===== config.mk =====
export PLATFORM = sky130hd
export DESIGN_NAME = program_loader
export DESIGN_NICKNAME = d
export VERILOG_FILES = /design/src/rtl/program_loader.sv
export SDC_FILE = /design/constraint.sdc
export NUM_CORES = 1
export LEC_CHECK = 0
export CORE_UTILIZATION = 40
export CTS_BUF_LIST = sky130_fd_sc_hd__clkbuf_4
export CTS_CLUSTER_DIAMETER = 200
export DETAILED_ROUTE_END_ITERATION = 7
export GPL_TIMING_DRIVEN = 0
export PLACE_DENSITY = 0.57
export SYNTH_ARGS = -nofsm -noshare
export SYNTH_HDL_FRONTEND = slang
export SYNTH_SLANG_ARGS = --single-unit

===== constraint.sdc =====
create_clock -name sys_clk -period 2.6 [get_ports sys_clk]
set_input_delay 0.39 -clock sys_clk [delete_from_list [all_inputs] [get_ports sys_clk]]
set_output_delay 0.39 -clock sys_clk [all_outputs]
set_load 0.005 [all_outputs]

===== src/rtl/program_loader.sv =====
// Byte-stream loader: parses SYNC/address/count/data/checksum frames from a UART and
// writes 32-bit words into the CPU program memory, releasing the CPU on a good checksum.
module program_loader #(
  parameter int         DATA_SIZE      = 32,
  parameter int         ADRS_WIDTH     = 11,
  parameter logic [7:0] SYNC_BYTE      = 8'hA5,
  parameter int         TIMEOUT_CYCLES = 1_000_000
) (
  input  logic                  sys_clk,
  input  logic                  resetn,
  input  logic [7:0]            rx_data,
  input  logic                  rx_valid,
  output logic [DATA_SIZE-1:0]  w_instruction,
  output logic [ADRS_WIDTH-1:0] w_adrs,
  output logic                  w_enable,
  output logic                  cpu_en,
  output logic                  busy,
  output logic                  error,
  output logic [2:0]            dbg_state
);

  // Handshake: rx_valid is a one-cycle strobe with no backpressure; every strobed byte
  // is consumed in the cycle it is presented. w_enable is a one-cycle write strobe and
  // w_adrs/w_instruction are only meaningful (and otherwise hold) around it.

  typedef enum logic [2:0] {
    S_IDLE    = 3'd0,
    S_ADDR_HI = 3'd1,
    S_ADDR_LO = 3'd2,
    S_CNT_HI  = 3'd3,
    S_CNT_LO  = 3'd4,
    S_DATA    = 3'd5,
    S_CHK     = 3'd6
  } state_t;

  localparam int            TW     = $clog2(TIMEOUT_CYCLES + 1);
  localparam logic [TW-1:0] T_LAST = TW'(TIMEOUT_CYCLES - 1);

  state_t                state_q, state_n;
  logic [7:0]            chk_q, chk_n;
  logic [TW-1:0]         tcnt_q, tcnt_n;
  logic [ADRS_WIDTH-1:0] addr_q, addr_n;
  logic [7:0]            hi_q, hi_n;
  logic [15:0]           words_q, words_n;
  logic [1:0]            bidx_q, bidx_n;
  logic [23:0]           shift_q, shift_n;
  logic [DATA_SIZE-1:0]  winst_n;
  logic [ADRS_WIDTH-1:0] wadrs_n;
  logic                  wen_n, cpu_en_n, error_n;
  logic [15:0]           pair16;

  always_ff @(posedge sys_clk or negedge resetn) begin
    if (!resetn) begin
      state_q       <= S_IDLE;
      chk_q         <= '0;
      tcnt_q        <= '0;
      addr_q        <= '0;
      hi_q          <= '0;
      words_q       <= '0;
      bidx_q        <= '0;
      shift_q       <= '0;
      w_instruction <= '0;
      w_adrs        <= '0;
      w_enable      <= 1'b0;
      cpu_en        <= 1'b0;
      error         <= 1'b0;
    end else begin
      state_q       <= state_n;
      chk_q         <= chk_n;
      tcnt_q        <= tcnt_n;
      addr_q        <= addr_n;
      hi_q          <= hi_n;
      words_q       <= words_n;
      bidx_q        <= bidx_n;
      shift_q       <= shift_n;
      w_instruction <= winst_n;
      w_adrs        <= wadrs_n;
      w_enable      <= wen_n;
      cpu_en        <= cpu_en_n;
      error         <= error_n;
    end
  end

  always_comb begin
    state_n  = state_q;
    chk_n    = chk_q;
    tcnt_n   = tcnt_q;
    addr_n   = addr_q;
    hi_n     = hi_q;
    words_n  = words_q;
    bidx_n   = bidx_q;
    shift_n  = shift_q;
    winst_n  = w_instruction;
    wadrs_n  = w_adrs;
    wen_n    = 1'b0;
    cpu_en_n = cpu_en;
    error_n  = error;
    pair16   = {hi_q, rx_data};

    if (state_q == S_IDLE) begin
      tcnt_n = '0;
      if (rx_valid && rx_data == SYNC_BYTE) begin
        state_n  = S_ADDR_HI;
        cpu_en_n = 1'b0;
        error_n  = 1'b0;
        chk_n    = '0;
      end
    end else if (rx_valid) begin
      // An arriving byte always wins over an expiring timeout.
      tcnt_n = '0;
      if (state_q != S_CHK) chk_n = chk_q ^ rx_data;
      case (state_q)
        S_ADDR_HI: begin
          hi_n    = rx_data;
          state_n = S_ADDR_LO;
        end
        S_ADDR_LO: begin
          addr_n  = pair16[ADRS_WIDTH-1:0];
          state_n = S_CNT_HI;
        end
        S_CNT_HI: begin
          hi_n    = rx_data;
          state_n = S_CNT_LO;
        end
        S_CNT_LO: begin
          words_n = pair16;
          bidx_n  = 2'd0;
          state_n = (pair16 == 16'd0) ? S_CHK : S_DATA;
        end
        S_DATA: begin
          bidx_n  = bidx_q + 2'd1;
          shift_n = {shift_q[15:0], rx_data};
          if (bidx_q == 2'd3) begin
            wen_n   = 1'b1;
            winst_n = DATA_SIZE'({shift_q, rx_data});
            wadrs_n = addr_q;
            addr_n  = addr_q + 1'b1;
            words_n = words_q - 16'd1;
            if (words_q == 16'd1) state_n = S_CHK;
          end
        end
        S_CHK: begin
          state_n = S_IDLE;
          if (rx_data == chk_q) begin
            cpu_en_n = 1'b1;
            error_n  = 1'b0;
          end else begin
            error_n  = 1'b1;
          end
        end
        default: state_n = S_IDLE;
      endcase
    end else if (tcnt_q == T_LAST) begin
      state_n = S_IDLE;
      tcnt_n  = '0;
      error_n = 1'b1;
    end else begin
      tcnt_n = tcnt_q + 1'b1;
    end
  end

  assign busy      = (state_q != S_IDLE);
  assign dbg_state = state_q;

endmodule


======== After elaboration in Yosys (flattened, before gate mapping) ========
Cells that the tools add are included.
word-level totals
  register bits after elaboration ......... 138
  bits of input ports ..................... 11
  word-level logic and storage cells ...... 92
cells by class
  $add $sub $neg .......................... 4
  equal/unequal tests ..................... 17
  muxes and demuxes ....................... 34
  bitwise gates (word level) .............. 2
  reduce and logical (&&, ||, !) cells .... 22
operator list
  operator                                                               number
  20-bit two-way mux                                                     3
  8-bit two-way mux                                                      4
  16-bit case mux with 2 select lines                                    1
  11-bit case mux with 2 select lines                                    1
  20-bit by 1-bit adder with 20-bit output (second input constant)       1
  20-bit == test (second input constant)                                 1
  4-bit AND reduction                                                    5
  3-bit two-way mux                                                      6
  16-bit by 1-bit == test with 1-bit output (second input constant)      1
  16-bit zero test                                                       1
  16-bit two-way mux                                                     1
  16-bit by 1-bit subtractor with 16-bit output (second input constant)  1
  3-bit case mux with 5 select lines                                     1
  3-bit AND reduction                                                    5
  1-bit two-way mux                                                      14
  2-bit nonzero test                                                     6
  11-bit by 1-bit adder with 11-bit output (second input constant)       1
  11-bit two-way mux                                                     1
  3-bit == test (second input constant)                                  3
  8-bit == test                                                          1
  8-bit == test (second input constant)                                  1
  4-bit != test (second input constant)                                  2
  8-bit XOR                                                              1
  3-bit by 2-bit == test with 1-bit output (second input constant)       2
  14 further kinds                                                       15

======== Logic depth before layout (Yosys ltp) ========
Gate-level depths: netlist of run 1.
  depth in word-level cells ............... 6
  mapped depth ............................ 8

======== Least setup slack after synthesis of run 1 ========
Ideal clock, no wire load.
  path kind ............................... reg2reg
  start ................................... reg words_q[5]
  end ..................................... reg words_q[11]
  setup time .............................. 0.079 ns
  data arrival time ....................... 1.866 ns
  data required time ...................... 2.521 ns
  slack ................................... 0.654 ns
  cell stages (with the launch flop) ...... 6
  buffers on the path ..................... 0
  clock period less this slack ............ 1.946 ns
  cells stage by stage .................... dfrtp_1 -> or4_4 -> or3_4 -> or3_1 -> a21oi_1 -> a2bb2oi_1
between the ends
  cells in the longest elaborated chain, start to end .. 3
ends and longest elaborated chain
  element                                        line  source
  start, declared                                44    logic [15:0] words_q, words_n;
  start signal, assigned                         73    words_q <= words_n;
  16-bit by 1-bit subtractor with 16-bit output  138   words_n = words_q - 16'd1;
  16-bit two-way mux                             133   if (bidx_q == 2'd3) begin
  16-bit case mux with 2 select lines            112   case (state_q)
Every way passes these cells. The select of a mux whose other input is x is not followed.
A chain may end at the register's enable or synchronous reset.

======== Final worst setup path of run 1 ========
  start ................................... reg state_q[0], in the netlist dbg_state[0]
  end ..................................... out busy
between the ends
  cells in the longest elaborated chain, start to end .. 1
ends and longest elaborated chain
  element                 line  source
  start, declared         39    state_t state_q, state_n;
  start signal, assigned  68    state_q <= state_n;
  3-bit nonzero test      162   assign busy = (state_q != S_IDLE);
  end, declared           17    output logic busy,
Every way passes these cells.

==> out/summary.md, run 1 <==
The worst setup slack for register-to-register paths was 170 ps; the placed wire-length estimate after detailed placement was 10100 µm. The cell family contributing the most delay on the critical path is buffers and inverters. In the synthesized netlist, the cells that appear most often are 138 x sky130_fd_sc_hd__dfrtp_1, 74 x sky130_fd_sc_hd__mux2_2, 51 x sky130_fd_sc_hd__nor2_1. sky130_fd_sc_hd__dfrtp_1 is the most common cell in the netlist.

TritonCTS built the clock tree. The logs give 411 µV for the worst supply voltage drop on vdd and 0.407 GHz for the highest achievable clock rate. The area added between synthesis and finish came out at 17.4%. 61 I/O pins were placed. The worst slew margin relative to its limit is 0.455, and the maximum count of clock buffers along a single path is 2. After detailed routing, the average wire length per cell comes to 17.1 µm. In the post-synthesis netlist, the biggest area contributors are sky130_fd_sc_hd__dfrtp_1 54%, sky130_fd_sc_hd__mux2_2 13%, sky130_fd_sc_hd__o21ai_0 3.6%. The setup path with the least slack is of type reg -> out. Counting I/O delays and the setup requirement, the final critical path takes 2460 ps. Of all nets on the critical path, the largest fanout is 8. For the overall power of the completed layout, the log shows 0.00622 W. Of all cell types, the one taking the most synthesized area is sky130_fd_sc_hd__dfrtp_1. The footprint of the multi-input gates is 2720 µm², and the area share of the largest cell type after synthesis is 0.545.

Critical-path cell with the highest stage delay: sky130_fd_sc_hd__clkdlybuf4s50_1. The cell count after synthesis came out at 576. The min-delay analysis places its worst path in the category in -> reg. The die covers 16400 µm². The mapped netlist covers 6340 µm². The sequential cell area fraction in the yosys report was 0.545; the count of input and output buffers was 52. Traced cell by cell, the critical path runs through clkbuf_1 -> nor3_4 -> inv_1 -> clkdlybuf4s50_1. The largest single stage delay on the critical path is 520 ps. The routed wire length was 14900 µm; the synthesis warning total was 0. The initial antenna violation count is 1. The critical path startpoint category was a register. The total area inside the core boundary comes to 15300 µm².

The pin count of the biggest net entering global routing is 76. The filler cells instantiated in the layout total 1497. The final worst-path cycle share is 0.946, and the clock buffer count from CTS is 17. The total global-route track usage was 0.199. The total of flip-flops plus latches after synthesis is 138. The run gives 667 as the total number of nets in the final design. The logs give 4 for the number of H-tree branching levels and 6 for the number of iterations in the first detailed-routing pass. Counting distinct cell types in the post-synthesis netlist gives 50. For the final database, setup skew stands at 14.5 ps. The finished cells cover 7440 µm².

A synthesized cell averages 11.0 µm². In this run the power density over the cells is 836 nW/µm². Clock tree synthesis selected as its root buffer the cell sky130_fd_sc_hd__clkbuf_4. The run gives 0 as the number of violations of the max-capacitance limit.

The tools report the critical path capture point type as an output pin. Summed over all cells, the static leakage comes to 3.27 nW. The vias per cell is 5.47.

After clock tree synthesis, the clock-pin slew on the worst setup and hold paths is 110 ps. The fraction of registers with async set/reset is 1.00, and the count of nets left with antenna violations after detail routing is 0. The run gives 0 as the final-report max-slew violation count. The clock latency reported for the late side of the worst-skew pair was 560 ps; the horizontal extent of the die was 128 µm. The remaining global-route overflow was 0. Among all flip-flop cells after synthesis, the most frequent one is sky130_fd_sc_hd__dfrtp_1. The tools report the routability congestion estimate as 0.862. Once placement finished, the instance area stood at 7150 µm². The number of DRC markers after the initial detailed-route iteration is 256, and the arrival time of data at the critical path endpoint is 2070 ps. Sink count of the clock tree: 138. Across all hold checks on the routed design, the worst slack comes to 337 ps.

The number of vias after detailed routing is 4795. Setup violations remaining at the end of the flow were counted as 0. Fraction of final layout cells sized beyond drive strength 1: 0.182.

Final hold violation count: 0. The tools report the count of standard-cell rows as 45. From bottom edge to top edge, the die measures 128 µm.

Summing all flip-flop and latch instances after layout gives 3450 µm². The number of enable-type register cells in the synthesized netlist was 0; the first-pass GRT wire length was 24800 µm. The combined buffer and inverter count along the critical path works out to 3. The run finished with clean final reports.

The starting density of the core is 0.414, and the data required time at the worst endpoint is 2210 ps. The number of nets handed over by synthesis was 592. At the pin with the least slew margin, the transition time is 810 ps. The run gives 0 as the post-route DRC violation count. The number of global-route vias before repair came out at 4710.
[cell families after synthesis]
family / share of synthesized area
muxes: 0.133
xor gates and xnor gates: 0.0359
AOI/OAI and AO/OA: 0.112
and+or+nand+nor: 0.136
adders and majority gates: 0.00987
buffers and inverters: 0.0282
DFF: 0.545
[power breakdown]
group	internal [W]	switching [W]
Sequential	0.00268	0.000520
Clock	0.000452	0.000786
Combinational	0.000896	0.000886
Total	0.00403	0.00219
[path summary, 6_finish.rpt]
check	startpoint	endpoint	cells after the start
setup / recovery	dbg_state[0]	busy	4
hold / removal	rx_data[6]	chk_q[6]	3
setup reg to reg	dbg_state[0]	chk_q[3]	5
hold reg to reg	words_q[14]	words_q[14]	1
max in group asynchronous	resetn	words_q[10]	3
min in group asynchronous	resetn	w_instruction[11]	2
[cell usage in the layout (no fill, tap or decap), drive strengths merged, types with 7 or more instances in the layout]
master         count
nand3             19
buf                7
nor3              14
nand2             26
nor2              51
xnor2              9
clkdlybuf4s50     51
nand4              8
clkinv            11
inv               13
mux2              74
o21ai             48
clkbuf            48
o22a               8
a21oi             28
nand2b            10
xor2              17
dfrtp            138
nor4               8
[flip-flops by register name, indices dropped and copies added (netlist names)]
name,cells
shift_q,24
w_instruction,32
chk_q,8
hi_q,8
w_enable,1
cpu_en,1
dbg_state,3
error,1
addr_q,11
words_q,16
bidx_q,2
w_adrs,11
tcnt_q,20
[layout make-up]
type                            count  share of cell area
Antenna cell                        1            0.000336
Buffer                             34              0.0185
Clock buffer                       17              0.0171
Clock inverter                     15              0.0148
Inverter                           13             0.00656
Multi-Input combinational cell    391               0.366
Sequential cell                   138               0.464
Tap cell                          211              0.0355
Timing Repair Buffer               56              0.0772
[layer usage]
metal / GRT usage / wire, µm / vias up
li1: - / - / 2231
met1: 0.261 / 6740 / 2400
met2: 0.310 / 7060 / 139
met3: 0.0555 / 814 / 25
met4: 0.0837 / 327 / 0
met5: 0 / 0 / -
[through the flow]
stage          worst slack [ps]  cells  setup TNS (ps)   util
3_3_place_gp              -4410    839         -618290  0.465
4_1_cts                    18.9    873               0  0.484
5_1_grt                   -10.3    876           -10.3  0.486
2_1_floorplan               654    576               0      -
6_report                    141    876               0  0.486
3_5_place_dp               -276    840          -10570  0.467
[worst min-delay path: cells and delay by family]
kind                   cells  cell delay (ps)
and+or+nand+nor            1              140
buffers and inverters      1              250
AOI/OAI and AO/OA          1               70
[timing repair]
action	in CTS	in global routing
setup endpoints to repair	1	40
resized for setup	3	11
setup buffers	0	2
pin swaps	0	1
endpoints found under the hold margin	63	0
hold buffers	1	0
Note: power is estimated with default switching activity, not from simulation.
==> inputs of run 2 (changes only) <==
Settings changed: CELL_PAD_IN_SITES_DETAIL_PLACEMENT from default to 2, CELL_PAD_IN_SITES_GLOBAL_PLACEMENT from default to 2, CORE_UTILIZATION 40 to 39, PLACE_DENSITY 0.57 to 0.79.
==> out/summary.md, run 2 (synthesized netlist as in run 1, its figures left out) <==
For the post-route DRC violation count, the log shows 0 (unchanged). Traced cell by cell, the critical path runs through clkbuf_2 -> nor3_4 -> inv_1 -> clkdlybuf4s50_1. For the initial antenna violation count, the log shows 0 (-1). The root buffer cell chosen for the clock tree is sky130_fd_sc_hd__clkbuf_4. The switching share of total power works out to 0.358 (+0.00619). The horizontal extent of the die was 129 µm (+1.3%). The worst slew margin relative to its limit was 0.449 (-0.00613). Critical path capture point type: an output pin. The tools report the switching power total as 0.00242 W (+10%). The count of input and output buffers came out at 52 (unchanged). For the count of standard-cell rows, the log shows 46 (+2.2%). More flip-flops sit in one register than any other, and that register is w_instruction.

The logs give 166 (-35%) for the number of DRC markers after the initial detailed-route iteration and 23.5 ps (+8.96 ps) for the worst-case clock skew. The remaining global-route overflow is 0 (unchanged), and the arrival time of data at the critical path endpoint is 2050 ps (-20 ps). The clock transition at the registers of the reported paths is 140 ps (+30 ps), and the sequential share of power is 0.486 (-0.029).

The number of placed instances with taps included is 845 (+0.60%). The routability congestion estimate is 0.819 (-5.0%). The run gives 13100 µm (+31%) as the placed wire-length estimate after detailed placement. The endpoint of the worst register-to-register path is words_q[10]. Sink count of the clock tree: 138 (unchanged). The highest achievable clock rate is 0.410 GHz (+0.71%).

In the layout the commonest cells are 138 x sky130_fd_sc_hd__dfrtp_1, 74 x sky130_fd_sc_hd__mux2_2, 51 x sky130_fd_sc_hd__nor2_1, 51 x sky130_fd_sc_hd__clkdlybuf4s50_1, 46 x sky130_fd_sc_hd__o21ai_0. The largest registers in the layout are w_instruction: 32 flops, shift_q: 24 flops, tcnt_q: 20 flops. The accumulated negative setup slack was 0 ps (unchanged). The run finished with clean final reports. The logs give 570 ps (about the same) for the clock latency reported for the late side of the worst-skew pair and 16800 µm² (+2.5%) for the die area.

Per-cell routed wire length: 21.6 µm (+27%). TritonCTS built the clock tree. The power density of the placed cells was 898 nW/µm² (+7.4%). The number of vias after detailed routing is 4828 (+0.69%), and the final hold violation count is 0 (unchanged).

Flip-flop count of the largest register after layout: 32 (unchanged). The final-report max-slew violation count is 0 (unchanged). Setup repair after global routing left no endpoint under its margin. The final worst-path cycle share is 0.939 (-0.00669), and the final cell count without fillers is 878 (+0.23%). The internal power of the cells came out at 0.00433 W (+7.5%). The first-pass GRT wire length is 30600 µm (+23%).

The number of global-route vias before repair is 5442 (+16%), and the area added between synthesis and finish is 18.7%. The run gives 17 (unchanged) as the clock buffer count from CTS. The die height is 129 µm (+1.3%). The routed wire length was 19000 µm (+27%). The worst setup slack after placement is -456 ps (-180 ps). The library cell used most frequently in the layout, excluding fill and tap cells, is sky130_fd_sc_hd__dfrtp_1. Number of H-tree branching levels: 4 (unchanged). Share of power burned in combinational logic: 0.274 (-0.012).

The worst setup slack for register-to-register paths is 210 ps (+40 ps), and the maximum count of clock buffers along a single path is 2 (unchanged). The total number of nets in the final design was 665 (-0.30%). By startpoint and endpoint, the worst setup path is classified as reg -> out. The slew at the pin closest to its max-slew limit came out at 821 ps (+10.9 ps). The clock group share of total power came out at 0.241 (+0.042). For the pin count of the biggest net entering global routing, the log shows 71 (-6.6%). Critical-path cell with the highest stage delay: sky130_fd_sc_hd__dfrtp_1. The tools report the worst hold-check slack as 370 ps (+33.4 ps).

The origin of the critical flop-to-flop path was words_q[0]. The clock period minus final worst setup slack is 2440 ps (-17.4 ps). The number of ports placed on the die boundary was 61 (unchanged). The number of iterations in the first detailed-routing pass was 4 (-2); the floorplan core area was 15900 µm² (+3.7%). The number of endpoints failing setup at the final stage was 0 (unchanged); the starting density of the core was 0.399 (-0.0149).

The tools report the number of antenna repair diodes as 0 (-1). The critical path startpoint category was a register. The data required time at the worst endpoint came out at 2210 ps (about the same). The worst-case setup margin in the final layout is 159 ps (+17.4 ps), and the total global-route track usage is 0.244 (+0.0446). The stage delay of the slowest cell on the critical path is 480 ps (-40 ps). The tools report the number of violations of the max-capacitance limit as 0 (unchanged). The biggest fanout along the worst timing path is 10 (+2), and the count of nets left with antenna violations after detail routing is 0 (unchanged).

Vias per cell: 5.50 (+0.46%). The run gives 0.474 (-0.0124) as the utilization after layout. The cell leakage power is 3.30 nW (+0.96%). The fraction of final layout cells sized beyond drive strength 1 was 0.186 (+0.00357). The tightest min-delay check is of the in -> async type. The run gives 424 µV (+3.3%) as the worst supply voltage drop on vdd.

The worst reg2reg path depth came out at 7 (+2).
run 2: cell types whose count changed in the layout (fill, tap and decap cells not counted), moves of 2 or more:
cell                        before  now
sky130_fd_sc_hd__clkinv_1        4    1
sky130_fd_sc_hd__clkinv_2        5    3
sky130_fd_sc_hd__inv_6           0    2
sky130_fd_sc_hd__bufinv_16       1    4
run 2: metrics by stage:
stage          power, W  cell area [µm²]
2_1_floorplan   0.00427             6340
3_3_place_gp    0.00494             7130
3_5_place_dp    0.00513             7160
4_1_cts         0.00680             7510
5_1_grt         0.00713             7520
6_report        0.00675             7520
run 2: cell type report:
cell class              count  area, µm²
plain buffers              33        133
clock buffers              17        128
clock inverters            15        196
fillers                  1644       8360
inverters                  13       48.8
multi-input cells         391       2730
flip-flops and latches    138       3450
well taps                 216        270
repair buffers             55        567
run 2: worst max-delay path by stage:
stage                        endpoint          from  slack (ps)
finish                           busy  dbg_state[1]         160
floorplan                 words_q[11]    words_q[5]         650
global placement           words_q[7]        resetn       -4460
detailed placement  w_instruction[25]      rx_valid        -460
CTS                              busy  dbg_state[1]          20
global route                     busy  dbg_state[1]           4
run 2: critical path, delay by kind of cell (launching register included):
family,cells,cell delay (ps)
DFF,1,480
buffers and inverters,3,800
and+or+nand+nor,1,200
run 2: what timing repair did:
item / 4_1_cts / 5_1_grt
hold endpoints to repair: 69 / 0
hold buffers: 1 / 0
endpoints found under the setup margin: 32 / 35
cloned: 0 / 0
resized for setup: 6 / 6
pin swaps: 0 / 1
setup buffers: 0 / 1
run 2: routing by layer:
layer	up-vias	routed length, µm	global-route usage
met1	2544	8460	0.303
met2	48	9970	0.440
met5	-	0	0
met3	21	328	0.0434
met4	0	192	0.0540
li1	2215	-	-
run 2: power by group through the flow:
stage / Sequential [W] / Clock [W] / Combinational, W
6_report: 0.00328 / 0.00163 / 0.00185
5_1_grt: 0.00335 / 0.00173 / 0.00205
4_1_cts: 0.00325 / 0.00165 / 0.00189
3_5_place_dp: 0.00329 / 0 / 0.00184
3_3_place_gp: 0.00322 / 0 / 0.00172
2_1_floorplan: 0.00308 / 0 / 0.00119
==> inputs of run 3 (changes only) <==
Settings changed: ABC_CLOCK_PERIOD_IN_PS from default to 2600, CORE_UTILIZATION 39 to 38, CTS_BUF_LIST sky130_fd_sc_hd__clkbuf_4 to sky130_fd_sc_hd__clkbuf_16, PLACE_DENSITY 0.79 to 0.78.
==> out/summary.md, run 3 (synthesized netlist as in run 1, its figures left out) <==
The maximum count of clock buffers along a single path was 2 (unchanged); the routability congestion estimate was 0.801 (-2.2%). The number of iterations in the first detailed-routing pass is 4 (unchanged). Path type of the worst min-delay path: in -> reg.

The fraction of final layout cells sized beyond drive strength 1 came out at 0.179 (-0.00728). The run gives 2920 ps (+710 ps) as the data required time at the worst endpoint. Total number of nets in the final design: 665 (unchanged).

The number of antenna repair diodes is 0 (unchanged), and the number of vias after detailed routing is 4901 (+1.5%). The run gives 0.313 (+0.072) as the clock group share of total power. For the placed wire-length estimate after detailed placement, the log shows 13400 µm (+2.0%).

The number of global-route vias before repair was 5752 (+5.7%); the count of input and output buffers was 52 (unchanged). Counting flops per register, the top entry is w_instruction. The tools report the cell leakage power as 3.40 nW (+3.0%). The tools report the library cell used as clock root buffer as sky130_fd_sc_hd__clkbuf_16. For the internal power of the cells, the log shows 0.00496 W (+15%). The first-pass GRT wire length is 33000 µm (+8.0%), and the number of DRC markers after the initial detailed-route iteration is 170 (+2.4%).

The highest achievable clock rate was 0.398 GHz (-2.7%); the power density of the placed cells was 977 nW/µm² (+8.9%). The floorplan core area was 16100 µm² (+1.1%); the count of standard-cell rows was 46 (unchanged). The tools report the share of power burned in combinational logic as 0.253 (-0.021).

The worst setup path is of the reg -> reg kind. For the sequential share of power, the log shows 0.433 (-0.053). The routed wire length is 20400 µm (+7.9%). The post-route standard cell area excluding fillers came out at 7750 µm² (+3.0%). The arrival time of data at the critical path endpoint was 2830 ps (+780 ps); the flip-flop count of the largest register after layout was 32 (unchanged). Among cell families on the critical path, the largest total delay comes from compound AO/OA/AOI/OAI gates. The run gives 0 (unchanged) as the number of endpoints failing setup at the final stage.

The tools report the sink count of the clock tree as 138 (unchanged). The vias per cell is 5.59 (+1.6%), and the clock period minus final worst setup slack is 2510 ps (+68.7 ps). The number of placed instances with taps included was 845 (unchanged); the count of nets left with antenna violations after detail routing was 0 (unchanged).

The flow ran to the end, and the final reports show no timing, DRC or antenna violations. Leaving out fill and tap cells, the most frequent cell in the layout is sky130_fd_sc_hd__dfrtp_1. The area added between synthesis and finish is 22.3%, and the final hold violation count is 0 (unchanged).

STA classifies the critical path startpoint as a register. The clock latency reported for the late side of the worst-skew pair was 440 ps (-130 ps); the initial antenna violation count was 0 (unchanged). The worst setup path is captured at a register. The total global-route track usage is 0.254 (+0.0102). The tools report the pin count of the biggest net entering global routing as 77 (+8.5%). The starting density of the core was 0.395 (-0.00429). The clock transition at the registers of the reported paths is 60 ps (-80 ps). The run gives 0 (unchanged) as the post-route DRC violation count.

TritonCTS built the clock tree. The largest individual stage delay along the critical path comes from the cell sky130_fd_sc_hd__o21ai_1. The worst-case clock skew came out at 9.85 ps (-13.6 ps). The number of H-tree branching levels is 4 (unchanged), and the final cell count without fillers is 877 (-0.11%).

The die area was 17200 µm² (+2.6%). The combined buffer and inverter count along the critical path came out at 2 (-1). Setup repair after global routing could not meet its margin everywhere.

The final worst-path cycle share is 0.965 (+0.0264). The filler cell count in the final layout came out at 1613 (-1.9%). For the final-report max-slew violation count, the log shows 0 (unchanged). The largest registers in the layout are w_instruction: 32 flops, shift_q: 24 flops, tcnt_q: 20 flops. In the layout the commonest cells are 138 x sky130_fd_sc_hd__dfrtp_1, 74 x sky130_fd_sc_hd__mux2_2, 51 x sky130_fd_sc_hd__nor2_1, 51 x sky130_fd_sc_hd__clkdlybuf4s50_1, 46 x sky130_fd_sc_hd__o21ai_0. The die height was 131 µm (+1.3%).

The switching share of total power was 0.345 (-0.0135); the number of violations of the max-capacitance limit was 0 (unchanged). The remaining global-route overflow is 0 (unchanged), and the per-cell routed wire length is 23.3 µm (+8.0%). The run gives 7160 µm² (unchanged) as the total placed instance area. The critical path goes through clkbuf_1 -> nor3b_1 -> o21ai_1 -> clkbuf_1 -> a21oi_1 -> o22a_1.

The worst slew margin relative to its limit came out at 0.419 (-0.0304). The clock buffer count from CTS is 17 (unchanged), and the stage delay of the slowest cell on the critical path is 590 ps (+110 ps). The horizontal extent of the die is 131 µm (+1.3%). The worst supply voltage drop on vdd was 529 µV (+25%). The switching power total is 0.00261 W (+7.9%). The slew at the pin closest to its max-slew limit was 866 ps (+45.4 ps); the biggest fanout along the worst timing path was 10 (unchanged).

The most frequent cell on the critical path is sky130_fd_sc_hd__clkbuf_1. The number of ports placed on the die boundary was 61 (unchanged).
-- run 3: stage by stage --
stage | setup slack (ps) | utilization | total power, W | hold slack (ps) | setup TNS (ps)
finish | 90.1 | 0.483 | 0.00757 | 476 | 0
CTS | 33.1 | 0.482 | 0.00762 | 480 | 0
global placement | -4430 | 0.444 | 0.00495 | 473 | -622350
floorplan | 654 | - | 0.00427 | 94.4 | 0
global route | -8.07 | 0.483 | 0.00794 | 516 | -15.0
detailed placement | -422 | 0.446 | 0.00514 | 434 | -17080
-- run 3: what timing repair did --
action,4_1_cts,5_1_grt
gates resized for setup,3,7
endpoints found under the hold margin,62,0
buffers inserted,0,0
pin swaps,0,0
hold buffers,1,0
setup endpoints to repair,23,21
-- run 3: power by group through the flow --
| stage | Sequential (W) | Clock [W] | Combinational (W) |
|---|---|---|---|
| after floorplan | 0.00308 | 0 | 0.00119 |
| after CTS | 0.00328 | 0.00241 | 0.00193 |
| final | 0.00328 | 0.00237 | 0.00192 |
| after global routing | 0.00335 | 0.00248 | 0.00210 |
| after global placement | 0.00323 | 0 | 0.00172 |
| after detailed placement | 0.00329 | 0 | 0.00186 |
-- run 3: area by class of cell --
class / count / area, µm² / share of cell area
flip-flops and latches: 138 / 3450 / 0.446
plain buffers: 34 / 134 / 0.0173
repair buffers: 54 / 559 / 0.0722
inverters: 13 / 48.8 / 0.00630
well taps: 216 / 270 / 0.0349
multi-input cells: 391 / 2720 / 0.352
clock buffers: 17 / 425 / 0.0549
clock inverters: 14 / 134 / 0.0173
-- run 3: routing by layer --
metal  part of all wire  GRT usage  vias up  wire (µm)
li1                   -          -     2204          -
met1               0.40      0.282     2578       8260
met2               0.55      0.471       80      11200
met3              0.026     0.0478       39        526
met4              0.023      0.105        0        463
met5                  0          0        -          0
-- run 3: worst min-delay path, stage by stage --
cell and delay [ps]:
sky130_fd_sc_hd__clkbuf_1 240, sky130_fd_sc_hd__nand2b_1 160, sky130_fd_sc_hd__o21ai_0 80
-- run 3: final timing paths --
check,cells past startpoint,slack [ps],start,to
hold / removal,3,480,rx_data[0],chk_q[0]
setup reg to reg,6,90,dbg_state[2],addr_q[7]
setup / recovery,6,90,dbg_state[2],addr_q[7]
hold reg to reg,1,500,words_q[14],words_q[14]
max in group asynchronous,3,1260,resetn,dbg_state[2]
min in group asynchronous,2,530,resetn,w_instruction[27]
